File: src/rtl/vector_pkg.sv
// Shared types and limits for the vector frame memory: word layout, writer FSM states
// and the default frame window.
package vector_pkg;

  localparam int VECTOR_MIN = 0;
  localparam int VECTOR_MAX = 127;
  localparam int DAC_WIDTH  = 8;

  // RAM word layout, MSB first: {y, x, line, pos}
  typedef struct packed {
    logic [DAC_WIDTH-1:0] y;
    logic [DAC_WIDTH-1:0] x;
    logic                 line;
    logic                 pos;
  } vector_word_t;

  typedef enum logic [1:0] {
    IDLE,
    WRITE,
    PAD,
    DONE
  } wr_state_t;

  // A padding word parks the beam on the last target without drawing.
  function automatic vector_word_t hold_word(input vector_word_t w);
    vector_word_t h;
    h      = w;
    h.line = 1'b0;
    return h;
  endfunction

endpackage

File: src/rtl/vector_frame_writer_if.sv
// Command stream and RAM write port of the vector frame writer.
// slave = the writer itself, master = the command producer / RAM side.
interface vector_frame_writer_if #(
  parameter int ADDRESSWIDTH = 8,
  parameter int DATAWIDTH    = 18,
  parameter int OUT_WIDTH    = 8
);
  logic                    cmd_valid;
  logic                    cmd_ready;
  logic [OUT_WIDTH-1:0]    cmd_x;
  logic [OUT_WIDTH-1:0]    cmd_y;
  logic                    cmd_line;
  logic                    cmd_pos;
  logic                    cmd_last;
  logic [ADDRESSWIDTH-1:0] mem_addr;
  logic [DATAWIDTH-1:0]    mem_data;
  logic                    mem_we;

  modport slave (
    input  cmd_valid, cmd_x, cmd_y, cmd_line, cmd_pos, cmd_last,
    output cmd_ready, mem_addr, mem_data, mem_we
  );

  modport master (
    output cmd_valid, cmd_x, cmd_y, cmd_line, cmd_pos, cmd_last,
    input  cmd_ready, mem_addr, mem_data, mem_we
  );
endinterface

File: src/rtl/vector_frame_writer.sv
// Writes one frame of vector commands into the frame RAM, padding the tail with hold words.
// Optional double buffering with VECTOR_BANK_SWAP_EN (adds bank_sel, address MSB = write bank).
module vector_frame_writer
  import vector_pkg::*;
#(
  parameter int ADDRESSWIDTH = 8,
  parameter int DATAWIDTH    = 18,
  parameter int OUT_WIDTH    = 8,
  parameter int FRAME_MIN    = VECTOR_MIN,
  parameter int FRAME_MAX    = VECTOR_MAX
) (
  input  logic                 clk,
  input  logic                 rst,
  input  logic                 enable,
  vector_frame_writer_if.slave bus,
  output logic                 frame_done,
  output logic                 truncated
`ifdef VECTOR_BANK_SWAP_EN
  ,
  output logic                 bank_sel
`endif
);

`ifdef VECTOR_BANK_SWAP_EN
  localparam int PW = ADDRESSWIDTH - 1;
`else
  localparam int PW = ADDRESSWIDTH;
`endif
  localparam logic [PW-1:0] PTR_MIN = PW'(FRAME_MIN);
  localparam logic [PW-1:0] PTR_MAX = PW'(FRAME_MAX);

  wr_state_t               state_q, state_d;
  logic [PW-1:0]           ptr_q, ptr_d;
  logic                    mem_we_q, mem_we_d;
  logic [ADDRESSWIDTH-1:0] mem_addr_q, mem_addr_d;
  logic [DATAWIDTH-1:0]    mem_data_q, mem_data_d;
  vector_word_t            last_q, last_d;
  logic                    done_q, done_d;
  logic                    trunc_q, trunc_d;
  logic [ADDRESSWIDTH-1:0] wr_addr;
  vector_word_t            cmd_word;
  vector_word_t            pad_word;

`ifdef VECTOR_BANK_SWAP_EN
  logic bank_q;
  // The writer always fills the bank the display is not reading.
  assign wr_addr = {~bank_q, ptr_q};
  assign bank_sel = bank_q;
`else
  assign wr_addr = ptr_q;
`endif

  always_comb begin
    cmd_word      = '0;
    cmd_word.y    = DAC_WIDTH'(bus.cmd_y);
    cmd_word.x    = DAC_WIDTH'(bus.cmd_x);
    cmd_word.line = bus.cmd_line;
    cmd_word.pos  = bus.cmd_pos;
  end

  assign pad_word = hold_word(last_q);

  always_comb begin
    state_d    = state_q;
    ptr_d      = ptr_q;
    mem_we_d   = 1'b0;
    mem_addr_d = mem_addr_q;
    mem_data_d = mem_data_q;
    last_d     = last_q;
    trunc_d    = trunc_q;
    done_d     = (state_q == DONE);
    unique case (state_q)
      IDLE: begin
        if (enable) begin
          state_d = WRITE;
          ptr_d   = PTR_MIN;
          trunc_d = 1'b0;
        end
      end
      WRITE: begin
        if (bus.cmd_valid) begin
          mem_we_d   = 1'b1;
          mem_addr_d = wr_addr;
          mem_data_d = DATAWIDTH'(cmd_word);
          last_d     = cmd_word;
          // A full RAM wins over cmd_last; ptr stays parked at the top.
          if (ptr_q == PTR_MAX) begin
            state_d = DONE;
            trunc_d = ~bus.cmd_last;
          end else begin
            ptr_d = ptr_q + 1'b1;
            if (bus.cmd_last) state_d = PAD;
          end
        end
      end
      PAD: begin
        mem_we_d   = 1'b1;
        mem_addr_d = wr_addr;
        mem_data_d = DATAWIDTH'(pad_word);
        if (ptr_q == PTR_MAX) state_d = DONE;
        else                  ptr_d   = ptr_q + 1'b1;
      end
      DONE: state_d = IDLE;
      default: state_d = IDLE;
    endcase
  end

  always_ff @(posedge clk or negedge rst) begin
    if (!rst) begin
      state_q    <= IDLE;
      ptr_q      <= PTR_MIN;
      mem_we_q   <= 1'b0;
      mem_addr_q <= ADDRESSWIDTH'(FRAME_MIN);
      mem_data_q <= '0;
      last_q     <= '0;
      done_q     <= 1'b0;
      trunc_q    <= 1'b0;
`ifdef VECTOR_BANK_SWAP_EN
      bank_q     <= 1'b0;
`endif
    end else begin
      state_q    <= state_d;
      ptr_q      <= ptr_d;
      mem_we_q   <= mem_we_d;
      mem_addr_q <= mem_addr_d;
      mem_data_q <= mem_data_d;
      last_q     <= last_d;
      done_q     <= done_d;
      trunc_q    <= trunc_d;
`ifdef VECTOR_BANK_SWAP_EN
      if (state_q == DONE) bank_q <= ~bank_q;
`endif
    end
  end

  assign bus.cmd_ready = (state_q == WRITE);
  assign bus.mem_we    = mem_we_q;
  assign bus.mem_addr  = mem_addr_q;
  assign bus.mem_data  = mem_data_q;
  assign frame_done    = done_q;
  assign truncated     = trunc_q;

endmodule

File: src/flat_wrapper.sv
// flat-port wrapper written by rule: the top's interface ports become plain ports
module vector_frame_writer_flat import vector_pkg::*;
#(
  parameter int ADDRESSWIDTH = 8,
  parameter int DATAWIDTH    = 18,
  parameter int OUT_WIDTH    = 8,
  parameter int FRAME_MIN    = VECTOR_MIN,
  parameter int FRAME_MAX    = VECTOR_MAX
)
  (clk, rst, enable, frame_done, truncated, bus_cmd_valid, bus_cmd_x, bus_cmd_y, bus_cmd_line, bus_cmd_pos, bus_cmd_last, bus_cmd_ready, bus_mem_addr, bus_mem_data, bus_mem_we);
  vector_frame_writer_if #(.ADDRESSWIDTH(ADDRESSWIDTH), .DATAWIDTH(DATAWIDTH), .OUT_WIDTH(OUT_WIDTH)) bus_i ();
  input  logic clk;
  input  logic rst;
  input  logic enable;
  output logic frame_done;
  output logic truncated;
  input wire logic [$bits(bus_i.cmd_valid)-1:0] bus_cmd_valid;
  input wire logic [$bits(bus_i.cmd_x)-1:0] bus_cmd_x;
  input wire logic [$bits(bus_i.cmd_y)-1:0] bus_cmd_y;
  input wire logic [$bits(bus_i.cmd_line)-1:0] bus_cmd_line;
  input wire logic [$bits(bus_i.cmd_pos)-1:0] bus_cmd_pos;
  input wire logic [$bits(bus_i.cmd_last)-1:0] bus_cmd_last;
  output wire logic [$bits(bus_i.cmd_ready)-1:0] bus_cmd_ready;
  output wire logic [$bits(bus_i.mem_addr)-1:0] bus_mem_addr;
  output wire logic [$bits(bus_i.mem_data)-1:0] bus_mem_data;
  output wire logic [$bits(bus_i.mem_we)-1:0] bus_mem_we;
  assign bus_i.cmd_valid = bus_cmd_valid;
  assign bus_i.cmd_x = bus_cmd_x;
  assign bus_i.cmd_y = bus_cmd_y;
  assign bus_i.cmd_line = bus_cmd_line;
  assign bus_i.cmd_pos = bus_cmd_pos;
  assign bus_i.cmd_last = bus_cmd_last;
  assign bus_cmd_ready = bus_i.cmd_ready;
  assign bus_mem_addr = bus_i.mem_addr;
  assign bus_mem_data = bus_i.mem_data;
  assign bus_mem_we = bus_i.mem_we;
  vector_frame_writer #(.ADDRESSWIDTH(ADDRESSWIDTH), .DATAWIDTH(DATAWIDTH), .OUT_WIDTH(OUT_WIDTH), .FRAME_MIN(FRAME_MIN), .FRAME_MAX(FRAME_MAX)) u_core (.clk(clk), .rst(rst), .enable(enable), .bus(bus_i), .frame_done(frame_done), .truncated(truncated));
endmodule
File: config.mk
export PLATFORM = sky130hd
export DESIGN_NAME = vector_frame_writer_flat
export DESIGN_NICKNAME = d
export VERILOG_FILES = /design/src/rtl/vector_pkg.sv /design/src/rtl/vector_frame_writer_if.sv /design/src/rtl/vector_frame_writer.sv /design/src/flat_wrapper.sv
export SDC_FILE = /design/constraint.sdc
export NUM_CORES = 1
export LEC_CHECK = 0
export ABC_AREA = 1
export ABC_CLOCK_PERIOD_IN_PS = 1600
export CAP_MARGIN = 20
export CORE_MARGIN = 2
export CORE_UTILIZATION = 46
export CTS_CLUSTER_SIZE = 25
export DETAILED_ROUTE_END_ITERATION = 10
export PLACE_DENSITY = 0.88
export RECOVER_POWER = 25
export SYNTH_ARGS = -nofsm -noshare
export SYNTH_HDL_FRONTEND = slang
export SYNTH_SLANG_ARGS = --single-unit
File: constraint.sdc
create_clock -name clk -period 1.6 [get_ports clk]
set_clock_uncertainty 0.05 [all_clocks]
set_input_delay 0.32 -clock clk [delete_from_list [all_inputs] [get_ports clk]]
set_output_delay 0.32 -clock clk [all_outputs]
set_load 0.01 [all_outputs]
==> qor.log, run 1 <==
INFO  synthesis      synth_top_area_share=54.6%
INFO  grt            grt_overflow=0
INFO  drt            drt_pre_antenna_iters=7
INFO  sta            setup_tns=0ns
INFO  cts            worstSkewPairLatency=0.30ns
INFO  power          cellLeakagePower=1.71nW
INFO  drt            routed_wl=5.43mm
INFO  final_layout   most-common-layout-cells=sky130_fd_sc_hd__nand2_1 (68), sky130_fd_sc_hd__dfrtp_1 (56), sky130_fd_sc_hd__nor2_1 (28), sky130_fd_sc_hd__clkdlybuf4s50_1 (24), sky130_fd_sc_hd__dlymetal6s2s_1 (24)
INFO  synthesis      ys_seq_area_share=54.6%
INFO  sta            finalMaxSlewViolations=0
INFO  sta            part_of_the_cycle_the_worst_path_needs=97.0%
INFO  grt            grt_pass1_vias=1,908
INFO  hold_path      holdPathEnd=u_core.truncated$_DFFE_PN0P_
INFO  synthesis      synth_area=2560squm
INFO  worst_setup_path critical_register_to_register_path_startpoint=u_core.state_q[1]$_DFFE_PN0P_
INFO  cts            cts_num_sinks=56
INFO  sta            unrepaired_setup_endpoints_after_global_routing=yes
INFO  grt            grt_pass1_wl=8.78mm
INFO  drt            route.antenna.remaining_nets=0
INFO  synthesis      synth_async_sr_flop_share=100%
INFO  final_layout   areaGrowthSynthToFinish=33.1%
INFO  floorplanning  coreArea=5440squm
INFO  worst_setup_path critical_path.slowest_cell=sky130_fd_sc_hd__clkdlybuf4s50_1
INFO  final_layout   finish.utilization=62.8%
INFO  grt            number_of_antenna_violations_at_the_first_check_in_global_routing=0
INFO  hold_path      worstHoldPathType=reg2reg
INFO  drt            via_count=2,042
INFO  worst_setup_path worst-path-max-fanout=2
INFO  sta            fmaxAchievable=645MHz
INFO  final_layout   multi_input_area=1070squm
INFO  floorplanning  dieArea=6190squm
INFO  sta            relSlewSlack=48.4%
INFO  sta            finalWorstSetupSlack=0.0486ns
INFO  drt            wire_per_inst=13.4um
INFO  final_layout   layout.filler_cells=435
INFO  sta            setup_violations=0
INFO  cts            cts_max_level=2
INFO  sta            worst_slew_pin_slew=0.774ns
INFO  drt            vias_per_cell=5.03
INFO  cts            path_clk_slew=0.09ns
INFO  synthesis      yosysWarningCount=0
INFO  worst_setup_path worst-endpoint-required=1.23ns
INFO  cts            cts_inserted_buffers=5
INFO  synthesis      postSynthNetCount=300
INFO  power          power.ir.vdd_worst=1.06mV
INFO  synthesis      postSynthAreaPerCell=9.46squm
INFO  floorplanning  num_io_pins=53
INFO  worst_setup_path critical_path_buf_inv_count=1
INFO  placed_design  place_ws=-0.0939ns
INFO  final_layout   layout.cells.most_common=sky130_fd_sc_hd__nand2_1
INFO  sta            post-route-min-period=1.55ns
INFO  final_layout   sequential_cell_area=1400squm
INFO  grt            grtUsageTotal=18.0%
INFO  placed_design  port_buffers=52
INFO  placed_design  place_hpwl=3.75mm
INFO  worst_setup_path critical_path.cell_chain=clkdlybuf4s50_1
INFO  final_layout   final_cell_area=3410squm
INFO  synthesis      synth-edff-count=0
INFO  worst_setup_path critPathCaptureType=output port
INFO  synthesis      ys_seq_elements=56
INFO  synthesis      main_area_contributors_after_synthesis=sky130_fd_sc_hd__dfrtp_1 (55%), sky130_fd_sc_hd__nand2_1 (10%), sky130_fd_sc_hd__mux2_2 (7.5%), sky130_fd_sc_hd__nor2_1 (4.4%), sky130_fd_sc_hd__a31oi_1 (4.1%)
INFO  worst_setup_path setup.worst_path.class=reg2out
INFO  worst_setup_path critical-path-max-stage-delay=0.54ns
INFO  cts            cts_tree=built
INFO  synthesis      synth_cell_type_count=27
INFO  final_layout   final_nets=362
INFO  worst_setup_path worst-path-stages=1
INFO  drt            initialDrtViolationCount=180
INFO  worst_setup_path endpoint_of_the_worst_slack_reg_to_reg_timing_path=u_core.ptr_q[3]$_DFFE_PN0P_
INFO  worst_setup_path reg2reg_setup_slack=0.05ns
INFO  run_status     status=completed
INFO  flow_run       drv.max_cap_violation_count=0
INFO  worst_setup_path critical_path.startpoint_type=flop
INFO  worst_setup_path r2r.worst_path.cells=9
INFO  floorplanning  initial_core_util=47.2%
INFO  placed_design  routabilityCongestion=0.848
INFO  sta            timing_hold_violations_final=0
INFO  worst_setup_path arr_time_crit_path=1.18ns
INFO  synthesis      synth-main-ff-cell=sky130_fd_sc_hd__dfrtp_1
INFO  grt            grt_max_degree=35
INFO  drt            drc=0
INFO  hold_path      min_delay_path_depth=2
INFO  placed_design  dpl-instance-area=3220squm
INFO  floorplanning  floorplan_row_count=27
INFO  hold_path      hp-start=u_core.truncated$_DFFE_PN0P_
INFO  synthesis      synthDominantAreaCellType=sky130_fd_sc_hd__dfrtp_1
INFO  synthesis      number_of_cells_produced_by_synthesis=271
INFO  floorplanning  dieWidth=78.7um
INFO  worst_setup_path critPathTopFamily=buffers and inverters
INFO  final_layout   insertedDiodeCount=0
INFO  final_layout   drive_above_1_share=17.4%
INFO  power          power_density=1920nW/um^2
INFO  cts            cts_max_path_buffers=2
INFO  floorplanning  die-height=78.7um
INFO  cts            ctsRootBufferMaster=sky130_fd_sc_hd__clkbuf_8
## worst max-delay path by stage
stage,from,end,slack [ns]
CTS,u_core.bus.mem_data[2]$_DFFE_PN0P_,bus_mem_data[2],0.001
global placement,bus_cmd_valid,u_core.ptr_q[5]$_DFFE_PN0P_,-0.06
finish,u_core.bus.mem_addr[6]$_DFFE_PN0P_,bus_mem_addr[6],0.05
floorplan,u_core.state_q[0]$_DFFE_PN0P_,u_core.bus.mem_addr[4]$_DFFE_PN0P_,0.03
detailed placement,bus_cmd_valid,u_core.ptr_q[6]$_DFFE_PN0P_,-0.09
global route,u_core.state_q[1]$_DFFE_PN0P_,u_core.ptr_q[3]$_DFFE_PN0P_,-0.04
## cells in the mapped netlist (5+ instances only)
cell / count
sky130_fd_sc_hd__mux2_2: 17
sky130_fd_sc_hd__o21ai_2: 5
sky130_fd_sc_hd__nand3_1: 12
sky130_fd_sc_hd__ha_1: 6
sky130_fd_sc_hd__inv_1: 17
sky130_fd_sc_hd__a31oi_1: 17
sky130_fd_sc_hd__nand2_1: 68
sky130_fd_sc_hd__a21oi_1: 7
sky130_fd_sc_hd__dfrtp_1: 56
sky130_fd_sc_hd__o21ai_1: 7
sky130_fd_sc_hd__buf_2: 8
sky130_fd_sc_hd__nor2_1: 30
## final cells by class
class	count	share of cell area, %
inverters	18	1.98
clock inverters	1	0.257
multi-input cells	185	31.3
repair buffers	67	20.6
flip-flops and latches	56	41.1
well taps	72	2.64
clock buffers	7	2.24
## per-stage QoR
stage	power, mW	std cells	hold slack, ns
2_1_floorplan	4.47	271	-0.0256
3_5_place_dp	5.85	395	0.294
4_1_cts	6.58	404	0.445
5_1_grt	7.12	406	0.477
3_3_place_gp	5.70	395	0.288
6_report	6.55	406	0.455
## cells by family (layout without fill, tap and decap cells)
logic type / count (synthesis) / after routing / synth area share [%]
flops: 56 / 56 / 54.6
xor+xnor: 1 / 1 / 0.342
simple gates: 119 / 120 / 19.3
fa+ha+maj: 6 / 6 / 2.93
mux: 17 / 17 / 7.46
compound gates: 41 / 41 / 9.66
buf+inv: 31 / 93 / 5.71
## sequential cells by signal (all words and copies together), names as in the netlist
register,count
u_core.ptr_q,8
u_core.last_q,17
u_core.state_q,2
u_core.bus.mem_we,1
u_core.bus.mem_addr,8
u_core.frame_done,1
u_core.truncated,1
u_core.bus.mem_data,18
## per-layer routing
metal / track usage [%] / vias to the layer above / wire length (um)
met5: 0 / - / 0
met4: 5.61 / 0 / 74
met3: 4.48 / 8 / 257
met2: 29.4 / 62 / 2650
met1: 23.5 / 961 / 2450
li1: - / 1011 / -
## report_power, final
group          switching (mW)  internal, mW
clock network           0.427         0.314
logic                    1.79          1.62
registers               0.337          2.07
total                    2.55          4.00
## timing repair
| item | 4_1_cts | 5_1_grt |
|---|---|---|
| gates cloned | 0 | 1 |
| setup endpoints to repair | 3 | 39 |
| pin swaps | 0 | 3 |
| setup buffers | 0 | 1 |
| gates resized for setup | 4 | 34 |
| hold buffers | 1 | 0 |
| endpoints found under the hold margin | 25 | 0 |
(Power assumes the default switching activity.)
==> inputs of run 2 (changes only) <==
ABC_CLOCK_PERIOD_IN_PS = 1900   (was 1600)
CORE_UTILIZATION = 55   (was 46)
PLACE_DENSITY = 0.95   (was 0.88)
clock period = 1.9 ns   (was 1.6 ns; I/O delays follow)
==> run 2 against run 1 <==
  * Register-to-register slack improved by 0.14 ns
  * Sequential power fell by 15%
  * Flip-flop and latch count did not move
  * Via count fell by 0.69%
  * Core utilization rose by 11 points
  * Critical path depth rose by 2
  * Combinational power fell by 19%
  * First-iteration DRC count rose by 13%
  * Critical path type unchanged
  * Global-route usage rose by 5.4 points
==> qor.log, run 2 (same netlist as run 1, synthesis figures left out) <==
INFO  worst_setup_path critical_register_to_register_path_startpoint=u_core.state_q[0]$_DFFE_PN0P_
INFO  worst_setup_path worst-path-max-fanout=4 [+2]
INFO  drt            route.antenna.remaining_nets=0 [unchanged]
INFO  final_layout   finish.utilization=74.0% [+11 points]
INFO  placed_design  place_ws=0.115ns [+0.209 ns]
INFO  grt            grt_max_degree=53 [+51%]
INFO  sta            finalMaxSlewViolations=0 [unchanged]
INFO  final_layout   areaGrowthSynthToFinish=27.4%
INFO  placed_design  placed_cells_incl_taps=369 [-6.6%]
INFO  grt            grt_pass1_vias=2,039 [+6.9%]
INFO  grt            number_of_antenna_violations_at_the_first_check_in_global_routing=0 [unchanged]
INFO  placed_design  place_hpwl=3.87mm [+3.2%]
INFO  floorplanning  floorplan_row_count=24 [-11%]
INFO  power          power.ir.vdd_worst=1.10mV [+3.6%]
INFO  grt            grtUsageTotal=23.3% [+5.4 points]
INFO  floorplanning  coreArea=4410squm [-19%]
INFO  floorplanning  dieWidth=72.3um [-8.1%]
INFO  final_layout   largest_register_ffs=18 [unchanged]
INFO  sta            unrepaired_setup_endpoints_after_global_routing=no
INFO  flow_run       drv.max_cap_violation_count=0 [unchanged]
INFO  worst_setup_path critical_path.startpoint_type=flop
INFO  cts            cts_max_path_buffers=2 [unchanged]
INFO  sta            setup_tns=0ns [unchanged]
INFO  floorplanning  dieArea=5230squm [-16%]
INFO  final_layout   final_cell_count_no_fill=378 [-6.9%]
INFO  drt            drc=0 [unchanged]
INFO  hold_path      worstHoldPathType=in2async
INFO  drt            vias_per_cell=5.37 [+6.7%]
INFO  final_layout   layout.cells.most_common=sky130_fd_sc_hd__nand2_1
INFO  grt            grt_pass1_wl=9.29mm [+5.8%]
INFO  sta            setup_violations=0 [unchanged]
INFO  cts            cts_inserted_buffers=5 [unchanged]
INFO  cts            cts.hold.buffers_added=0 [-1]
INFO  sta            worst_slew_pin_slew=1.36ns [+0.584 ns]
INFO  placed_design  port_buffers=52 [unchanged]
INFO  worst_setup_path startpoint=u_core.state_q[1]$_DFFE_PN0P_
INFO  run_status     status=completed
INFO  drt            initialDrtViolationCount=204 [+13%]
INFO  worst_setup_path critPathCaptureType=output port
INFO  power          power_density=1720nW/um^2 [-10%]
INFO  final_layout   final_nets=354 [-2.2%]
INFO  worst_setup_path reg2reg_setup_slack=0.19ns [+0.14 ns]
INFO  floorplanning  die-height=72.3um [-8.1%]
INFO  floorplanning  num_io_pins=53 [unchanged]
INFO  worst_setup_path r2r.worst_path.cells=7 [-2]
INFO  drt            routed_wl=5.60mm [+3.1%]
INFO  worst_setup_path end_of_the_critical_path=bus_cmd_ready
INFO  final_layout   insertedDiodeCount=0 [unchanged]
INFO  final_layout   most-common-layout-cells=sky130_fd_sc_hd__nand2_1 (68), sky130_fd_sc_hd__dfrtp_1 (56), sky130_fd_sc_hd__clkdlybuf4s50_1 (50), sky130_fd_sc_hd__nor2_1 (30)
INFO  sta            fmaxAchievable=583MHz
INFO  sta            relSlewSlack=9.43% [-39 points]
INFO  cts            ctsRootBufferMaster=sky130_fd_sc_hd__clkbuf_8
INFO  power          cellLeakagePower=1.44nW [-15%]
INFO  worst_setup_path endpoint_of_the_worst_slack_reg_to_reg_timing_path=u_core.bus.mem_data[12]$_DFFE_PN0P_
INFO  drt            drt_pre_antenna_iters=4 [-3]
INFO  worst_setup_path setup.worst_path.class=reg2out
INFO  drt            wire_per_inst=14.8um [+11%]
INFO  drt            via_count=2,028 [-0.69%]
INFO  sta            finalWorstSetupSlack=0.186ns [+0.137 ns]
INFO  cts            path_clk_slew=0.10ns [about the same]
INFO  cts            cts_num_sinks=56 [unchanged]
INFO  final_layout   drive_above_1_share=13.8% [-3.6 points]
INFO  placed_design  routabilityCongestion=0.857 [+1.1%]
INFO  worst_setup_path worst-endpoint-required=1.47ns [+0.24 ns]
INFO  floorplanning  initial_core_util=58.1% [+11 points]
INFO  sta            timing_hold_violations_final=0 [unchanged]
INFO  sta            post-route-min-period=1.71ns
INFO  worst_setup_path arr_time_crit_path=1.28ns [+0.10 ns]
INFO  cts            worstSkewPairLatency=0.31ns [about the same]
INFO  cts            cts_tree=built
INFO  cts            cts_max_level=2 [unchanged]
INFO  sta            part_of_the_cycle_the_worst_path_needs=90.2%
INFO  grt            grt_overflow=0 [unchanged]
-- run 2: per-stage QoR --
stage	power [mW]	area, sq um	hold slack (ns)
5_1_grt	6.02	3270	0.392
2_1_floorplan	3.76	2560	0.0344
6_report	5.63	3270	0.301
3_3_place_gp	4.67	3140	0.338
4_1_cts	5.65	3270	0.00556
3_5_place_dp	4.83	3140	0.351
-- run 2: worst min-delay path by stage --
stage | startpoint | end | slack [ns] | depth (start not counted)
3_3_place_gp | rst | u_core.last_q[2]$_DFFE_PN0P_ | 0.34 | 1
6_report | rst | u_core.last_q[15]$_DFFE_PN0P_ | 0.30 | 1
5_1_grt | rst | u_core.last_q[7]$_DFFE_PN0P_ | 0.39 | 1
3_5_place_dp | rst | u_core.bus.mem_data[2]$_DFFE_PN0P_ | 0.35 | 1
2_1_floorplan | rst | u_core.bus.mem_addr[0]$_DFFE_PN0P_ | 0.03 | 0
4_1_cts | rst | u_core.last_q[2]$_DFFE_PN0P_ | 0.006 | 1
-- run 2: per-layer routing --
layer / track usage, % / vias up / wire length (um)
met5: 0 / - / 0
met1: 31.3 / 965 / 2400
met2: 37.5 / 66 / 2820
li1: - / 991 / -
met4: 9.43 / 0 / 72
met3: 4.72 / 6 / 301
-- run 2: critical path, cell delays in order, from the launching register on --
cell and delay (ns):
sky130_fd_sc_hd__dfrtp_1 0.41, sky130_fd_sc_hd__inv_1 0.12, sky130_fd_sc_hd__ha_1 0.17, sky130_fd_sc_hd__dlygate4sd2_1 0.27
-- run 2: power by group --
group / total, mW / internal [mW] / switching (mW)
sequential: 2.06 / 1.74 / 0.322
clock: 0.814 / 0.431 / 0.383
combinational: 2.75 / 1.31 / 1.44
total: 5.63 / 3.49 / 2.14
-- run 2: area by class of cell --
cell class,count,area [sq um]
clock buffer,6,82.6
clock inverter,2,38.8
fill,313,1150
inverter,18,67.6
multi-input combinational,184,1020
sequential,56,1400
tap,52,65.1
timing repair buffer,60,594
-- run 2: timing repair --
| item | in CTS | in global routing |
|---|---|---|
| gates resized for setup | 1 | 0 |
| endpoints found under the setup margin | 1 | 0 |
| setup buffers | 1 | 0 |
| hold endpoints to repair | 0 | 0 |
==> inputs of run 3 (changes only) <==
PLACE_DENSITY = 0.92   (was 0.95)
==> run 3 against run 2 <==
  * Critical path type unchanged
  * Largest cell class unchanged
  * Global-route usage fell by 0.32 points
  * Power rose by 0.16%
  * Flip-flop and latch count did not move
  * First-iteration DRC count fell by 17%
  * Clock power barely moved
  * Via count rose by 1.5%
  * Fmax fell by 1.0%
  * Sequential power barely moved
==> qor.log, run 3 (same netlist as run 1, synthesis figures left out) <==
INFO  worst_setup_path critical_register_to_register_path_startpoint=u_core.state_q[0]$_DFFE_PN0P_
INFO  drt            initialDrtViolationCount=169 [-17%]
INFO  final_layout   finish.utilization=74.1% [+0.085 points]
INFO  worst_setup_path reg2reg_setup_slack=0.19ns [about the same]
INFO  sta            part_of_the_cycle_the_worst_path_needs=91.2% [+0.95 points]
INFO  drt            drc=0 [unchanged]
INFO  sta            timing_hold_violations_final=0 [unchanged]
INFO  sta            finalMaxSlewViolations=0 [unchanged]
INFO  cts            cts_max_level=2 [unchanged]
INFO  final_layout   final_cell_count_no_fill=380 [+0.53%]
INFO  placed_design  dpl-instance-area=3150squm [+0.24%]
INFO  worst_setup_path r2r.worst_path.cells=7 [unchanged]
INFO  sta            setup_violations=0 [unchanged]
INFO  worst_setup_path critPathCaptureType=output port
INFO  grt            grtUsageTotal=23.0% [-0.32 points]
INFO  power          power_density=1720nW/um^2 [about the same]
INFO  worst_setup_path worst-endpoint-required=1.47ns [about the same]
INFO  cts            cts_max_path_buffers=2 [unchanged]
INFO  drt            wire_per_inst=14.5um [-2.3%]
INFO  hold_path      hp-start=u_core.truncated$_DFFE_PN0P_
INFO  final_layout   areaGrowthSynthToFinish=27.5%
INFO  placed_design  port_buffers=52 [unchanged]
INFO  floorplanning  dieWidth=72.3um [unchanged]
INFO  run_status     status=completed
INFO  worst_setup_path arr_time_crit_path=1.30ns [+0.02 ns]
INFO  drt            routed_wl=5.50mm [-1.8%]
INFO  drt            vias_per_cell=5.42 [+0.99%]
INFO  sta            fmaxAchievable=577MHz [-1.0%]
INFO  placed_design  place_ws=0.122ns [+0.00754 ns]
INFO  final_layout   most-common-layout-cells=sky130_fd_sc_hd__nand2_1 (68), sky130_fd_sc_hd__dfrtp_1 (56), sky130_fd_sc_hd__clkdlybuf4s50_1 (50), sky130_fd_sc_hd__nor2_1 (30)
INFO  final_layout   largest_register_ffs=18 [unchanged]
INFO  floorplanning  num_io_pins=53 [unchanged]
INFO  placed_design  place_hpwl=3.98mm [+3.0%]
INFO  drt            via_count=2,059 [+1.5%]
INFO  cts            cts_inserted_buffers=5 [unchanged]
INFO  hold_path      worstHoldPathType=reg2reg
INFO  floorplanning  coreArea=4410squm [unchanged]
INFO  placed_design  placed_cells_incl_taps=370 [+0.27%]
INFO  cts            ctsRootBufferMaster=sky130_fd_sc_hd__clkbuf_8
INFO  sta            unrepaired_setup_endpoints_after_global_routing=no
INFO  cts            cts_tree=built
INFO  floorplanning  dieArea=5230squm [unchanged]
INFO  cts            path_clk_slew=0.10ns [about the same]
INFO  final_layout   insertedDiodeCount=0 [unchanged]
INFO  floorplanning  die-height=72.3um [unchanged]
INFO  power          cellLeakagePower=1.45nW [+0.41%]
INFO  final_layout   final_cell_area=3270squm [+0.12%]
INFO  worst_setup_path critical_path.startpoint_type=flop
INFO  placed_design  routabilityCongestion=0.833 [-2.8%]
INFO  grt            grt_pass1_vias=1,972 [-3.3%]
INFO  hold_path      holdPathEnd=u_core.truncated$_DFFE_PN0P_
INFO  floorplanning  floorplan_row_count=24 [unchanged]
INFO  sta            whs=0.464ns [+0.163 ns]
INFO  hold_path      min_delay_path_depth=2
INFO  cts            cts_num_sinks=56 [unchanged]
INFO  grt            grt_overflow=0 [unchanged]
INFO  power          power.ir.vdd_worst=1.54mV [+40%]
INFO  grt            grt_max_degree=53 [unchanged]
INFO  power          power.total=5.64mW [+0.16%]
INFO  final_layout   drive_above_1_share=14.6% [+0.83 points]
INFO  floorplanning  initial_core_util=58.1% [unchanged]
INFO  sta            finalWorstSetupSlack=0.168ns [-0.0180 ns]
INFO  final_layout   layout.cells.most_common=sky130_fd_sc_hd__nand2_1
INFO  worst_setup_path setup.worst_path.class=reg2out
INFO  drt            route.antenna.remaining_nets=0 [unchanged]
INFO  final_layout   layout.filler_cells=307 [-1.9%]
INFO  sta            worst_slew_pin_slew=0.572ns [-0.787 ns]
INFO  cts            worstSkewPairLatency=0.32ns [about the same]
INFO  grt            number_of_antenna_violations_at_the_first_check_in_global_routing=0 [unchanged]
INFO  grt            grt_pass1_wl=9.14mm [-1.6%]
INFO  worst_setup_path worst-path-max-fanout=6 [+2]
INFO  sta            relSlewSlack=61.9% [+52 points]
INFO  final_layout   final_nets=356 [+0.56%]
INFO  sta            setup_tns=0ns [unchanged]
INFO  worst_setup_path endpoint_of_the_worst_slack_reg_to_reg_timing_path=u_core.bus.mem_data[10]$_DFFE_PN0P_
INFO  drt            drt_pre_antenna_iters=4 [unchanged]
INFO  flow_run       drv.max_cap_violation_count=0 [unchanged]
INFO  sta            post-route-min-period=1.73ns [+0.0180 ns]
-- run 3: cell types whose count changed in the layout (fill, tap and decap cells not counted) --
cell | previous run | this run
sky130_fd_sc_hd__inv_2 | 1 | 2
sky130_fd_sc_hd__buf_12 | 2 | 1
sky130_fd_sc_hd__buf_4 | 5 | 6
sky130_fd_sc_hd__clkbuf_1 | 2 | 1
sky130_fd_sc_hd__buf_2 | 0 | 1
sky130_fd_sc_hd__dlygate4sd3_1 | 0 | 1
sky130_fd_sc_hd__clkbuf_2 | 0 | 1
sky130_fd_sc_hd__inv_1 | 17 | 16
-- run 3: metal layers --
metal | part of all wire (%) | GRT usage (%)
met4 | 2.4 | 9.85
met1 | 40 | 29.1
met3 | 6.0 | 4.44
met5 | 0 | 0
met2 | 51 | 38.7
-- run 3: area by class of cell --
cell class	count	area [sq um]	share of cell area (%)
clock buffers	6	82.6	2.52
well taps	52	65.1	1.99
inverters	18	67.6	2.07
flip-flops and latches	56	1400	42.8
multi-input cells	184	1020	31.1
clock inverters	2	38.8	1.19
repair buffers	62	598	18.3
-- run 3: where the power goes --
part / switching, mW / internal (mW) / leakage [nW]
registers: 0.316 / 1.74 / 0.680
clock network: 0.386 / 0.431 / 0.0614
logic: 1.45 / 1.32 / 0.708
total: 2.15 / 3.49 / 1.45
-- run 3: what timing repair did --
item | 4_1_cts | 5_1_grt
buffers inserted | 1 | 0
resized for setup | 2 | 0
hold buffers | 1 | 0
endpoints found under the setup margin | 1 | 0
hold endpoints to repair | 19 | 0
-- run 3: worst max path at each step --
stage                                        from                            endpoint  slack (ns)
floorplan           u_core.state_q[0]$_DFFE_PN0P_  u_core.bus.mem_addr[4]$_DFFE_PN0P_        0.33
global placement                    bus_cmd_valid       u_core.last_q[11]$_DFFE_PN0P_        0.17
detailed placement                  bus_cmd_valid        u_core.last_q[8]$_DFFE_PN0P_        0.12
CTS                 u_core.state_q[0]$_DFFE_PN0P_                       bus_cmd_ready        0.17
global route        u_core.state_q[0]$_DFFE_PN0P_  u_core.bus.mem_data[4]$_DFFE_PN0P_        0.05
finish              u_core.state_q[0]$_DFFE_PN0P_                       bus_cmd_ready        0.17
-- run 3: worst max-delay path: stages (launching register included) --
cell,delay [ns]
sky130_fd_sc_hd__dfrtp_1,0.46
sky130_fd_sc_hd__ha_1,0.24
sky130_fd_sc_hd__dlygate4sd2_1,0.29
